File: src/rtl/mac_array_pkg.sv
`default_nettype none
// ============================================================================
// Module      : mac_array_pkg
// Description : Shared types and helpers for the multi-lane integer MAC
//               engine (mac_array_int).
//               - beat_tag_t    : per-beat pipeline tags {valid, first, last}
//               - sat_result_t  : saturated value plus clip flag
//               - min_acc_bits(): smallest accumulator width that never wraps
//               - sat_int()     : clamp a signed value into out_bits
// Revision    : 1.0 - initial release
// ============================================================================
package mac_array_pkg;

    typedef struct packed {
        logic valid;
        logic first;
        logic last;
    } beat_tag_t;

    typedef struct packed {
        logic               sat;
        logic signed [63:0] value;
    } sat_result_t;

    // Product (2*bits) + growth over every product summed in one window + sign.
    function automatic int min_acc_bits(input int bits, input int lanes, input int max_beats);
        return 2 * bits + $clog2(lanes * max_beats) + 1;
    endfunction

    // Clamp to [-2^(out_bits-1), 2^(out_bits-1)-1]; out_bits must be 2..63.
    function automatic sat_result_t sat_int(input logic signed [63:0] value, input int out_bits);
        sat_result_t        r;
        logic signed [63:0] hi;
        logic signed [63:0] lo;
        hi = (64'sd1 <<< (out_bits - 1)) - 64'sd1;
        lo = -(64'sd1 <<< (out_bits - 1));
        r.sat = 1'b1;
        if (value > hi) begin
            r.value = hi;
        end else if (value < lo) begin
            r.value = lo;
        end else begin
            r.value = value;
            r.sat   = 1'b0;
        end
        return r;
    endfunction

endpackage
`default_nettype wire

File: src/rtl/lane_sum_int.sv
`default_nettype none
// ============================================================================
// Module      : lane_sum_int
// Description : Combinational sign-extended sum of Lanes signed operands.
// Ports       : prods_i [Lanes*InBits] packed signed operands, lane k at
//                       bits [k*InBits +: InBits]
//               sum_o   [InBits+$clog2(Lanes)] signed sum of all lanes
// Revision    : 1.0 - initial release
// ============================================================================
module lane_sum_int #(
    parameter  int Lanes   = 4,
    parameter  int InBits  = 16,
    localparam int SumBits = InBits + $clog2(Lanes)
) (
    input  logic [Lanes*InBits-1:0]   prods_i,
    output logic signed [SumBits-1:0] sum_o
);

    // Every operand is widened to the full sum width before adding, so the
    // result cannot overflow; the tool is free to balance the chain.
    always_comb begin
        sum_o = '0;
        for (int k = 0; k < Lanes; k++) begin
            sum_o = sum_o + SumBits'($signed(prods_i[k*InBits +: InBits]));
        end
    end

endmodule
`default_nettype wire

File: src/rtl/mac_array_int.sv
`default_nettype none
// ============================================================================
// Module      : mac_array_int
// Description : Pipelined multi-lane integer multiply-accumulate engine.
//               Each accepted beat carries Lanes signed value/weight pairs;
//               products are summed and accumulated over a window of len_i
//               beats, seeded with bias_i, and one saturated result is
//               emitted per window through a valid/ready handshake.
//               Pipeline: S1 products -> S2 lane sum -> S3 accumulate/output.
// Ports       : clk_i, rst_i (sync, active high)
//               in_valid_i / in_ready_o      input beat handshake
//               value_i, mult_i [Lanes*Bits] packed signed lanes
//               bias_i [AccBits]             seed, first beat only
//               len_i                        window length, first beat only
//               out_valid_o / out_ready_i    result handshake
//               mac_o [OutBits], sat_o       saturated result and clip flag
// Revision    : 1.0 - initial release
// ============================================================================
module mac_array_int
    import mac_array_pkg::*;
#(
    parameter int Bits     = 8,
    parameter int Lanes    = 4,
    parameter int MaxBeats = 25,
    parameter int AccBits  = 32,
    parameter int OutBits  = 16
) (
    input  logic                        clk_i,
    input  logic                        rst_i,
    input  logic                        in_valid_i,
    output logic                        in_ready_o,
    input  logic [Lanes*Bits-1:0]       value_i,
    input  logic [Lanes*Bits-1:0]       mult_i,
    input  logic [AccBits-1:0]          bias_i,
    input  logic [$clog2(MaxBeats+1)-1:0] len_i,
    output logic                        out_valid_o,
    input  logic                        out_ready_i,
    output logic [OutBits-1:0]          mac_o,
    output logic                        sat_o
);

    localparam int LEN_W  = $clog2(MaxBeats + 1);
    localparam int PROD_W = 2 * Bits;
    localparam int SUM_W  = PROD_W + $clog2(Lanes);

    localparam logic [LEN_W-1:0] C_ONE     = LEN_W'(1);
    localparam logic [LEN_W-1:0] C_MAX_LEN = LEN_W'(MaxBeats);

    if (AccBits < min_acc_bits(Bits, Lanes, MaxBeats)) begin : g_acc_too_narrow
        $error("mac_array_int: AccBits too small for Bits/Lanes/MaxBeats");
    end
    if (OutBits > AccBits || AccBits > 64 || OutBits < 2) begin : g_bad_widths
        $error("mac_array_int: need 2 <= OutBits <= AccBits <= 64");
    end

    // ------------------------------------------------------------------------
    // Handshake and window counter
    // ------------------------------------------------------------------------
    logic             w_stall;
    logic             w_accept;
    logic             w_first;
    logic             w_last;
    logic [LEN_W-1:0] w_len_eff;
    logic [LEN_W-1:0] w_cur_len;
    logic [LEN_W-1:0] r_cnt;
    logic [LEN_W-1:0] r_len;

    assign w_stall    = out_valid_o & ~out_ready_i;
    assign in_ready_o = ~w_stall;
    assign w_accept   = in_valid_i & ~w_stall;

    assign w_len_eff = (len_i == '0)       ? C_ONE     :
                       (len_i > C_MAX_LEN) ? C_MAX_LEN : len_i;
    assign w_first   = (r_cnt == '0);
    // The first beat compares against the incoming length so len=1 is last too.
    assign w_cur_len = w_first ? w_len_eff : r_len;
    assign w_last    = (r_cnt == w_cur_len - C_ONE);

    // ------------------------------------------------------------------------
    // Lane products (feed S1)
    // ------------------------------------------------------------------------
    logic [Lanes*PROD_W-1:0] w_prods;

    for (genvar k = 0; k < Lanes; k++) begin : g_lane
        assign w_prods[k*PROD_W +: PROD_W] =
            PROD_W'($signed(value_i[k*Bits +: Bits])) *
            PROD_W'($signed(mult_i[k*Bits +: Bits]));
    end

    // ------------------------------------------------------------------------
    // Pipeline registers
    // ------------------------------------------------------------------------
    beat_tag_t                   r_s1_tag;
    logic [Lanes*PROD_W-1:0]     r_s1_prods;
    logic signed [AccBits-1:0]   r_s1_bias;
    beat_tag_t                   r_s2_tag;
    logic signed [SUM_W-1:0]     r_s2_sum;
    logic signed [AccBits-1:0]   r_s2_bias;
    logic signed [AccBits-1:0]   r_acc;
    logic                        r_out_valid;
    logic [OutBits-1:0]          r_mac;
    logic                        r_sat;

    logic signed [SUM_W-1:0]     w_lane_sum;
    logic signed [AccBits-1:0]   w_acc_base;
    logic signed [AccBits-1:0]   w_acc_next;
    sat_result_t                 w_sat;

    lane_sum_int #(
        .Lanes  (Lanes),
        .InBits (PROD_W)
    ) u_lane_sum (
        .prods_i (r_s1_prods),
        .sum_o   (w_lane_sum)
    );

    always_comb begin
        w_acc_base = r_s2_tag.first ? r_s2_bias : r_acc;
        w_acc_next = w_acc_base + AccBits'(r_s2_sum);
        w_sat      = sat_int(64'(w_acc_next), OutBits);
    end

    // Only the low OutBits of the clamped value are meaningful.
    if (OutBits < 64) begin : g_sat_unused
        logic w_unused_sat_hi;
        assign w_unused_sat_hi = ^w_sat.value[63:OutBits];
    end

    always_ff @(posedge clk_i) begin
        if (rst_i) begin
            r_cnt       <= '0;
            r_len       <= C_ONE;
            r_s1_tag    <= '0;
            r_s1_prods  <= '0;
            r_s1_bias   <= '0;
            r_s2_tag    <= '0;
            r_s2_sum    <= '0;
            r_s2_bias   <= '0;
            r_acc       <= '0;
            r_out_valid <= 1'b0;
            r_mac       <= '0;
            r_sat       <= 1'b0;
        end else if (!w_stall) begin
            if (w_accept) begin
                r_cnt <= w_last ? '0 : r_cnt + C_ONE;
                if (w_first) begin
                    r_len     <= w_len_eff;
                    r_s1_bias <= bias_i;
                end
            end

            // S1: products with tags; bias rides along with its first beat.
            r_s1_tag   <= '{valid: w_accept, first: w_first, last: w_last};
            r_s1_prods <= w_prods;

            // S2: lane sum.
            r_s2_tag  <= r_s1_tag;
            r_s2_sum  <= w_lane_sum;
            r_s2_bias <= r_s1_bias;

            // S3: accumulate and, on the last beat, load the output register.
            if (r_s2_tag.valid) begin
                r_acc <= w_acc_next;
            end
            if (r_s2_tag.valid && r_s2_tag.last) begin
                r_out_valid <= 1'b1;
                r_mac       <= w_sat.value[OutBits-1:0];
                r_sat       <= w_sat.sat;
            end else if (out_ready_i) begin
                r_out_valid <= 1'b0;
            end
        end
    end

    assign out_valid_o = r_out_valid;
    assign mac_o       = r_mac;
    assign sat_o       = r_sat;

endmodule
`default_nettype wire

File: config.mk
export PLATFORM = sky130hd
export DESIGN_NAME = mac_array_int
export DESIGN_NICKNAME = d
export VERILOG_FILES = /design/src/rtl/mac_array_pkg.sv /design/src/rtl/lane_sum_int.sv /design/src/rtl/mac_array_int.sv
export SDC_FILE = /design/constraint.sdc
export NUM_CORES = 1
export LEC_CHECK = 0
export BUFFER_PORTS_ARGS = -buffer_cell sky130_fd_sc_hd__clkbuf_2
export CAP_MARGIN = 20
export CORE_ASPECT_RATIO = 0.7
export CORE_UTILIZATION = 55
export CTS_BUF_LIST = sky130_fd_sc_hd__clkbuf_4 sky130_fd_sc_hd__clkbuf_8
export CTS_CLUSTER_SIZE = 16
export DETAILED_ROUTE_END_ITERATION = 12
export PLACE_DENSITY = 0.73
export SYNTH_ARGS = -nofsm -noshare
export SYNTH_HDL_FRONTEND = slang
export SYNTH_SLANG_ARGS = --single-unit
File: constraint.sdc
create_clock -name clk_i -period 6.9 [get_ports clk_i]
set_clock_uncertainty 0.05 [all_clocks]
set_input_delay 1.035 -clock clk_i [delete_from_list [all_inputs] [get_ports clk_i]]
set_output_delay 1.035 -clock clk_i [all_outputs]
set_load 0.05 [all_outputs]
# Word level (Yosys, flattened, before mapping)
# Cells that the tools add are included.
[word_totals] regBits=212 word_cells=54
[classes] add_sub_neg=6 n_mul=4 magnitude_cmp=3 eq_ne=1 mux=11 bitwise_logic=4 n_reduce_logical=9
[op_table] cell="8-bit by 8-bit multiplier with 16-bit output" n=4
[op_table] cell="32-bit by 18-bit adder with 32-bit output" n=1
[op_table] cell="32-bit by 16-bit greater-than comparator with 1-bit output, second input constant" n=1
[op_table] cell="32-bit by 16-bit < comparator with 1-bit output, second input constant" n=1
[op_table] cell="16-bit two-way mux" n=2
[op_table] cell="32-bit two-way mux" n=1
[op_table] cell="5-bit two-way mux" n=4
[op_table] cell="17-bit by 16-bit adder with 18-bit output" n=1
[op_table] cell="18-bit by 16-bit adder with 18-bit output" n=1
[op_table] cell="16-bit by 16-bit adder with 17-bit output" n=1
[op_table] cell="5-bit logical NOT" n=2
[op_table] cell="2-bit AND reduction" n=4
[op_table] cell="5-bit by 1-bit adder with 5-bit output, second input constant" n=1
[op_table] cell="5-bit equality test" n=1
[op_table] cell="5-bit greater-than comparator, second input constant" n=1
[op_table] cell="5-bit by 1-bit subtractor with 5-bit output, second input constant" n=1
[op_table] cell="1-bit two-way mux" n=4
[op_table] cell="3-bit AND reduction" n=1
[op_table] cell="1-bit AND" n=2
[op_table] cell="1-bit inverter" n=2
[op_table] cell="2-bit nonzero test" n=1
[op_table] cell="1-bit logical AND" n=1

# Longest topological paths before layout
# Gate-level depths: netlist (run 1).
[depth] depth_word=7 ltp_mapped=20 mapped_depth_nobuf=20

# Modules after synthesis
# Synthesis (run 1) repeated with hierarchy kept, for this count alone.
[hier_totals] cells_unflattened=2570 hier_area_um2=21439.3
[by_module_without_submodules] module="mac_array_int" n_inst=1 cells_each=2352 area_per_inst_um2=19716.4 seq_area_each_um2=4244.1
[by_module_without_submodules] module="lane_sum_int" n_inst=1 cells_each=218 area_per_inst_um2=1722.9 seq_area_each_um2=0.0

# Worst setup path before layout (run 1)
# OpenSTA, ideal clock, no wires.
[synth_timing] path_type="input -> register" from="input port value_i[16]" to="register r_s1_prods[46]" setup_ns=0.062 t_arrival_ns=5.103 slack_ns=1.685 stages=18 cell_sequence="nand2b_1 fa_1 fa_1 inv_1 fa_1 inv_1 fa_1 inv_1 ha_1 o21ai_0 a21boi_0 o21ai_0 a21boi_0 o21ai_0 a21oi_1 o21a_1 or3_1 nand3_1"
[synth_between] elab_chain_cells=1
[synth_rtl] item="from (decl)" line="mac_array_int.sv:32" text="input logic [Lanes*Bits-1:0] value_i,"
[synth_rtl] item="8-bit by 8-bit multiplier with 16-bit output" line="mac_array_int.sv:86" text="PROD_W'($signed(value_i[k*Bits +: Bits])) *"
[synth_rtl] item="to (signal assigned)" line="mac_array_int.sv:154" text="r_s1_prods <= w_prods;"
[synth_rtl] item="to (decl)" line="mac_array_int.sv:94" text="logic [Lanes*PROD_W-1:0] r_s1_prods;"
# Every way passes these cells.
# A chain may end at the register's enable or synchronous reset.

# Final worst setup path (run 1)
[layout_timing] from="input port value_i[24]" to="register r_s1_prods[62]"
# The elaborated chain is that of the path after synthesis.

==> impl_metrics.tcl, run 1 <==
set metrics [dict create \
    outcome "completed" \
    yosysWarnings 0 \
    dpl_cell_area_um2 22100 \
    yosys-top-cells-area "fa_1 24%, dfxtp_1 20%, ha_1 9.9%, nand2_1 6.8%, inv_1 6.5%" \
    numCtsBuffers 35 \
    drive_above_1_share_pct 10.3 \
    r2r_slack_ps 2110 \
    fp.coreArea_um2 37500 \
    synthTopCellsByCount "385 x nand2_1, 366 x inv_1, 254 x fa_1" \
    nNetsFinal 3105 \
    antenna_found_initial 0 \
    min_from "r_s1_bias[7]" \
    ctsRootBufferMaster "clkbuf_8" \
    cts_setup_buffers 0 \
    netlist_area_um2 21100 \
    tightest_slew_ps 968 \
    initial_utilization_pct 56.3 \
    drv_cap 0 \
    cp.arrival_ps 5640 \
    crit_path_end_kind "register" \
    synth-seq-cells 212 \
    vias 17000 \
    dp.cells 3029 \
    grt_max_degree 115 \
    fin_setup_tns_ps 0 \
    gr-total-overflow 0 \
    synth_cell_types 86 \
    rows 59 \
    io_pins 124 \
    first_iter_violations 1285 \
    hpwl_um 41300 \
    clkLatencyLatePin_ps 540 \
    grt_usage_pct 27.0 \
    final_hold_viol_count 0 \
    irDropWorstVdd_v 0.000253 \
    setup_viol 0 \
    p_leak_nw 10.7 \
    criticalPathCategory "in -> reg" \
    rr_worst_depth 13 \
    cp_max_fo 8 \
    yosysMostFrequentCell "nand2_1" \
    period_needed_ps 5210 \
    relSlewSlack_pct 34.5 \
    gp_congestion 0.955 \
    diodes 0 \
    viasPerCell 5.52 \
    synth_edf_count 0 \
    drt-total-wl_um 51200 \
    synth-async-reset-ratio_pct 0 \
    yosysSeqAreaShare_pct 20.1 \
    final-max-slew-violation-count 0 \
    cts_resized 0 \
    fin_cells 3089 \
    whs_endpoint "r_s2_bias[7]" \
    min_path_cells 2 \
    r2r_end "mac_o[7]" \
    die_w_um 236 \
    io_buffers 123 \
    powerDensity_nw_per_um2 359 \
    clk_pin_slew_worst_paths_ps 60 \
    htree_num_levels 2 \
    area_delta_synth_final_pct 7.89 \
    ctsHoldBuffers 0 \
    die_y_um 166 \
    holdCritPathClass "reg -> reg" \
    syn-instance-count 2489 \
    fmax_mhz 192 \
    grt_pass1_vias 17000 \
    worstPathRequired_ps 7330 \
    rsz0062_at_grt "no" \
    dieArea_um2 39200 \
    cts_tree "yes" \
    r2r_start "r_s2_tag[1]" \
    synth_top_cell_area_share_pct 24.1 \
    wire_per_inst_um 16.6 \
    post-route-period-util_pct 75.4 \
    cts_sinks 212 \
    drtAntennaViolNets 0 \
    worst_setup_path_start_kind "input pin" \
    grt_first_pass_wirelength_um 86200 \
    avgSynthCellArea_um2 8.49 \
    stdcell_area_um2 22800 \
    clockBufferDepth 3 \
    synthFlopType "dfxtp_1" \
    drc_errors 0 \
    dr.pass1.iters 7 \
    syn_nets 3015 \
    synth_top_area_cell "fa_1" \
]
[layer usage]
layer,GRT usage (%),wire [µm],vias to the layer above
li1,-,-,8179
met1,42.0,25300,8331
met2,38.8,21100,486
met3,6.07,4320,42
met4,3.84,495,0
met5,0,0,-
[cell families after synthesis]
logic type	share of synthesized area, %
and+or+nand+nor	19.4
buffers and inverters	8.31
AOI/OAI and AO/OA	12.5
adders and majority gates	34.0
DFF	20.1
xor gates and xnor gates	3.72
muxes	2.03
[where the power goes]
| part | switching (W) | internal [W] |
|---|---|---|
| combinational | 0.00297 | 0.00240 |
| clock | 0.000513 | 0.000627 |
| sequential | 0.000225 | 0.00147 |
| total | 0.00370 | 0.00449 |
[how the worst max path moves through the flow]
stage	slack, ps	start	end	cells after the start
after global placement	1330	value_i[24]	r_s1_prods[63]	19
after floorplan	1690	value_i[16]	r_s1_prods[46]	18
after global routing	1330	value_i[24]	r_s1_prods[62]	19
after CTS	1690	value_i[24]	r_s1_prods[62]	19
after detailed placement	1150	value_i[24]	r_s1_prods[62]	19
final	1690	value_i[24]	r_s1_prods[62]	19
[stage by stage]
step / setup WS [ps] / util [%] / total power (W) / hold slack (ps)
detailed placement: 1150 / 58.9 / 0.00704 / 395
CTS: 1690 / 60.8 / 0.00822 / 393
global route: 1330 / 60.8 / 0.00910 / 400
global placement: 1330 / 58.9 / 0.00688 / 389
finish: 1690 / 60.8 / 0.00819 / 398
floorplan: 1690 / - / 0.00589 / 378
[registers in the layout (all words and copies together), names as in the netlist]
register and cells:
r_s1_bias 32, r_len 5, r_s2_tag 3, r_s2_sum 18, r_s1_prods 64, r_acc 32, sat_o 1, mac_o 16
r_cnt 5, r_s1_tag 3, r_s2_bias 32, out_valid_o 1
[layout make-up]
type / count / area [µm²]
Fill cell: 3333 / 14700
Multi-Input combinational cell: 1827 / 15100
Clock inverter: 8 / 71.3
Inverter: 367 / 1380
Timing Repair Buffer: 136 / 719
Sequential cell: 212 / 4240
Tap cell: 488 / 611
Clock buffer: 51 / 633
[worst max-delay path, cell delays in order]
cell and delay (ps):
clkbuf_2 130, nand2b_1 190, fa_1 520, fa_1 550, inv_1 60, fa_1 540
inv_1 60, fa_1 530, inv_1 40, ha_1 320, o21ai_0 130, a21boi_0 170
o21ai_0 220, a21boi_0 160, o21ai_0 210, a21boi_0 140, o21a_1 190, or3_1 340
nand3_1 80
[cell usage in the layout, fill, tap and decap left out, types with 22 or more instances in the layout]
master    synthesis  final
nand2_1         385    385
inv_1           366    366
fa_1            254    254
a21oi_1         220    220
dfxtp_1         212    212
ha_1            167    167
and2_1          163    163
nor2_1          128    127
clkbuf_2          1    122
xnor2_1          71     71
o21ai_0          55     55
clkbuf_8          1     40
nor3_1           38     38
mux2_2           31     31
nand2b_1         22     22
No activity file was read; power rests on OpenSTA's default activity.
==> run 2: changes to the inputs <==
==> constraint.sdc (replaced) <==
create_clock -name clk_i -period 5.1 [get_ports clk_i]
set_clock_uncertainty 0.05 [all_clocks]
set_input_delay 0.765 -clock clk_i [delete_from_list [all_inputs] [get_ports clk_i]]
set_output_delay 0.765 -clock clk_i [all_outputs]
set_load 0.05 [all_outputs]
==> run 2 against run 1 <==
Core utilization rose by 2.9 points. Total power increased by 41%. Critical endpoint is now r_s1_prods[30]. Via count grew 2.6%. Cell count up 4.5%. Worst hold slack worse by 0.67 ps.
==> impl_metrics.tcl, run 2 (synthesized netlist as in run 1, its figures left out) <==
set metrics [dict create \
    outcome "completed" \
    final-max-slew-violation-count 0 \
    gr-max-usage-layer "met1" \
    tightest_slew_ps 904 \
    cts_setup_buffers 0 \
    die_y_um 166 \
    fin_cells 3227 \
    io_buffers 123 \
    clockBufferDepth 3 \
    criticalPathCategory "in -> reg" \
    initial_utilization_pct 56.3 \
    fp.coreArea_um2 37500 \
    dieArea_um2 39200 \
    path_cells "clkbuf_2, nand2_1, fa_1, inv_1, ha_1, fa_1, inv_1, fa_1, inv_1, ha_1, nor2b_1, o21ai_0, a21boi_0, o21ai_1, a21boi_0, o21ai_1, a21boi_0, o21a_1, or3_1, nand3_1" \
    cp.arrival_ps 5220 \
    vias 17500 \
    gr-usage-met3_pct 5.37 \
    htree_num_levels 2 \
    p_leak_nw 11.4 \
    largest_reg_flops 64 \
    cts_resized 0 \
    dr.pass1.iters 5 \
    nNetsFinal 3243 \
    holdWs_ps 397 \
    holdCritPathClass "reg -> reg" \
    cp_max_fo 8 \
    r2r_slack_ps 450 \
    r2r_start "r_s2_tag[1]" \
    regMostFlops "r_s1_prods" \
    fmax_mhz 209 \
    layout_commonest_cell "nand2_1" \
    ctsRootBufferMaster "clkbuf_8" \
    final_hold_viol_count 0 \
    cts_sinks 212 \
    min_path_cells 2 \
    critPathBufInv 4 \
    post-route-worst-setup-slack_ps 309 \
    post-place-ws_ps -315 \
    multi_input_area_um2 15100 \
    first_iter_violations 1304 \
    area_delta_synth_final_pct 13.0 \
    rows 59 \
    grt_max_degree 122 \
    worst_setup_path_start_kind "input pin" \
    whs_endpoint "r_s2_bias[17]" \
    rsz0062_at_grt "no" \
    crit_slowest_cell "fa_1" \
    final_cell_mix "385 x nand2_1, 366 x inv_1, 254 x fa_1" \
    crit_start "mult_i[12]" \
    total_power_w 0.0115 \
    worstPathRequired_ps 5520 \
    antenna_found_initial 0 \
    period_needed_ps 4790 \
    drt-total-wl_um 51600 \
    rr_worst_depth 13 \
    numCtsBuffers 34 \
    fill_cells 3197 \
    gp_congestion 0.948 \
    gr-total-overflow 0 \
    fin_setup_tns_ps 0 \
    drtAntennaViolNets 0 \
    grt_use_met2_pct 39.6 \
    powerDensity_nw_per_um2 483 \
    die_w_um 236 \
    hpwl_um 41600 \
    drv_cap 0 \
    dp.cells 3167 \
    slowest_delay_ps 550 \
    r2r_end "mac_o[1]" \
    ctsHoldBuffers 0 \
    diodes 0 \
    cts_tree "yes" \
    io_pins 124 \
    clkLatencyLatePin_ps 540 \
    post-route-period-util_pct 93.9 \
    crit_path_end_kind "register" \
    relSlewSlack_pct 39.8 \
    grt_first_pass_wirelength_um 87100 \
    setup_viol 0 \
    regArea_um2 4250 \
    grt_pass1_vias 17600 \
    wire_per_inst_um 16.0 \
    drive_above_1_share_pct 14.8 \
    drc_errors 0 \
    grt_usage_pct 27.1 \
    viasPerCell 5.41 \
    cp_top_family "adder cells" \
    irDropWorstVdd_v 0.000327 \
    min_from "r_s1_bias[17]" \
    met1_usage_pct 42.0 \
    clk_pin_slew_worst_paths_ps 70 \
]
run 2: layout make-up:
cell class | count | share of cell area (%)
Tap cell | 488 | 2.56
Multi-Input combinational cell | 1827 | 63.4
Sequential cell | 212 | 17.8
Clock buffer | 47 | 2.45
Clock inverter | 11 | 0.592
Inverter | 367 | 5.78
Timing Repair Buffer | 275 | 7.43
run 2: worst register-to-register path, cell delays in order (launching register included):
cell      delay, ps
dfxtp_2         580
buf_4           310
mux2_2          370
ha_1            360
and4_1          200
and3_1          230
a221oi_1        500
and2_1          200
a21o_1          170
xnor2_1         240
nand4_1         210
nor4_4          420
a41oi_4         370
o32ai_2         340
run 2: per-layer routing:
layer | vias to the layer above | part of all wire (%)
met4 | 0 | 1.1
li1 | 8457 | -
met2 | 444 | 42
met1 | 8526 | 50
met3 | 46 | 7.4
met5 | - | 0
run 2: stage by stage:
step	utilization (%)	instance area, µm²
finish	63.7	23900
global route	63.7	23900
CTS	63.6	23900
detailed placement	61.7	23100
global placement	61.7	23100
floorplan	-	21100
run 2: worst max-delay path by stage:
stage	cells after the start	endpoint	slack, ps
after floorplan	18	r_s1_prods[46]	160
after global placement	19	r_s1_prods[62]	-120
after detailed placement	20	r_s1_prods[30]	-320
after CTS	20	r_s1_prods[30]	220
after global routing	20	r_s1_prods[30]	2
final	20	r_s1_prods[30]	310
run 2: report_power, final:
part	internal (W)	total (W)	switching, W
sequential	0.00198	0.00230	0.000318
clock	0.000899	0.00160	0.000705
combinational	0.00356	0.00761	0.00405
total	0.00644	0.0115	0.00508
==> run 3: changes to the inputs <==
--- a/config.mk
+++ b/config.mk
@@ -9,7 +9,7 @@
 export CAP_MARGIN = 20
 export CORE_ASPECT_RATIO = 0.7
 export CORE_UTILIZATION = 55
-export CTS_BUF_LIST = sky130_fd_sc_hd__clkbuf_4 sky130_fd_sc_hd__clkbuf_8
+export CTS_BUF_LIST = sky130_fd_sc_hd__clkbuf_4 sky130_fd_sc_hd__clkbuf_8 sky130_fd_sc_hd__clkbuf_16
 export CTS_CLUSTER_SIZE = 16
 export DETAILED_ROUTE_END_ITERATION = 12
 export PLACE_DENSITY = 0.73
==> run 3 against run 2 <==
Worst hold slack better by 8.9 ps. Design area hardly changed. Via count is 0.10% lower. Critical path depth is 2 lower. Clock power hardly changed. Routed wire length is 0.25% lower. First-iteration DRC count is 3.6% higher. Total power hardly changed.
==> impl_metrics.tcl, run 3 (synthesized netlist as in run 1, its figures left out) <==
set metrics [dict create \
    layout_commonest_cell "nand2_1" \
    rows 59 \
    grt_pass1_vias 17600 \
    nNetsFinal 3231 \
    largest_reg_flops 64 \
    cts_tree "yes" \
    crit_slowest_cell "fa_1" \
    crit_path_end_kind "register" \
    initial_utilization_pct 56.3 \
    holdCritPathClass "reg -> reg" \
    wl_met2_um 21500 \
    post-route-period-util_pct 93.4 \
    powerDensity_nw_per_um2 483 \
    min_from "r_s1_tag[2]" \
    vias 17500 \
    grt_first_pass_wirelength_um 87000 \
    die_y_um 166 \
    period_needed_ps 4760 \
    crit_start "mult_i[20]" \
    final-max-slew-violation-count 0 \
    worst_setup_path_start_kind "input pin" \
    viasPerCell 5.44 \
    post-place-ws_ps -315 \
    gp_congestion 0.948 \
    cp.arrival_ps 5160 \
    drc_errors 0 \
    stdcell_area_um2 23900 \
    fp.coreArea_um2 37500 \
    rr_worst_depth 13 \
    dpl_cell_area_um2 23100 \
    area_delta_synth_final_pct 12.9 \
    fin_setup_tns_ps 0 \
    final_cell_mix "385 x nand2_1, 366 x inv_1, 254 x fa_1" \
    wl_met1_um 26100 \
    cp_max_fo 6 \
    drive_above_1_share_pct 14.2 \
    slowest_delay_ps 550 \
    rsz0062_at_grt "no" \
    path_cells "clkbuf_2, and2_1, fa_1, inv_1, fa_1, fa_1, fa_1, inv_1, ha_1, nor2b_1, o21ai_0, a21boi_0, o21ai_0, a21boi_0, o21ai_0, a21oi_1, or3b_2, a21oi_1" \
    drv_cap 0 \
    wire_per_inst_um 16.1 \
    numCtsBuffers 22 \
    cts_resized 0 \
    outcome "completed" \
    r2r_end "mac_o[1]" \
    htree_num_levels 1 \
    drt-total-wl_um 51500 \
    gr-total-overflow 0 \
    clkLatencyLatePin_ps 530 \
    cp_common_cell "fa_1" \
    holdWs_ps 406 \
    highest_layer "met4" \
    irDropWorstVdd_v 0.000350 \
    criticalPathCategory "in -> reg" \
    regMostFlops "r_s1_prods" \
    relSlewSlack_pct 39.1 \
    fmax_mhz 210 \
    clockBufferDepth 3 \
    die_w_um 236 \
    r2r_slack_ps 440 \
    io_buffers 123 \
    cts_setup_buffers 0 \
    hpwl_um 41600 \
    post-route-worst-setup-slack_ps 335 \
    final_hold_viol_count 0 \
    ctsHoldBuffers 0 \
    setup_viol 0 \
    grt_usage_pct 27.0 \
    route.met3.wl_um 3310 \
    diodes 0 \
    final_core_util_pct 63.6 \
    ctsRootBufferMaster "clkbuf_16" \
    r2r_start "r_s2_tag[1]" \
    worstPathRequired_ps 5500 \
    dieArea_um2 39200 \
    antenna_found_initial 0 \
    crit_path_end "r_s1_prods[44]" \
    first_iter_violations 1351 \
    dr.pass1.iters 5 \
    io_pins 124 \
    p_leak_nw 11.4 \
    cts_sinks 212 \
    grt_max_degree 122 \
    drtAntennaViolNets 0 \
    clk_pin_slew_worst_paths_ps 60 \
    tightest_slew_ps 913 \
]
[run 3: metal layers]
metal	track usage, %	vias up
met1	42.3	8535
met2	40.0	444
met5	0	-
met3	3.79	46
met4	3.75	0
li1	-	8430
[run 3: report_power, final]
group | leakage, nW | internal, W | total (W) | switching, W
Combinational | 9.27 | 0.00356 | 0.00764 | 0.00408
Clock | 0.345 | 0.000895 | 0.00159 | 0.000693
Sequential | 1.74 | 0.00198 | 0.00230 | 0.000316
Total | 11.4 | 0.00644 | 0.0115 | 0.00509
[run 3: final cells by class]
class                      count  area [µm²]
clock inverter                 8        65.1
tap                          488         611
timing repair buffer         275        1770
inverter                     367        1380
fill                        3199       13600
multi-input combinational   1827       15100
clock buffer                  31         649
sequential                   212        4250
[run 3: metrics by stage]
step | total power [W] | std cells
2_1_floorplan | 0.00797 | 2489
3_3_place_gp | 0.00966 | 3167
3_5_place_dp | 0.00988 | 3167
4_1_cts | 0.0115 | 3206
5_1_grt | 0.0128 | 3208
6_report | 0.0115 | 3208
[run 3: how the worst min path moves through the flow]
stage | slack, ps | depth (start not counted) | endpoint
final | 410 | 2 | r_s1_tag[2]
after detailed placement | 400 | 2 | r_s1_bias[27]
after floorplan | 380 | 2 | r_s2_bias[0]
after global placement | 390 | 2 | r_acc[5]
after global routing | 420 | 2 | r_len[4]
after CTS | 410 | 3 | r_s1_bias[21]
[run 3: critical path, delay by kind of cell]
| family | cells | cell delay [ps] |
|---|---|---|
| AND/OR/NAND/NOR | 3 | 790 |
| buffers and inverters | 3 | 270 |
| AO/OA/AOI/OAI | 7 | 1200 |
| adder cells (fa/ha/maj) | 5 | 2130 |
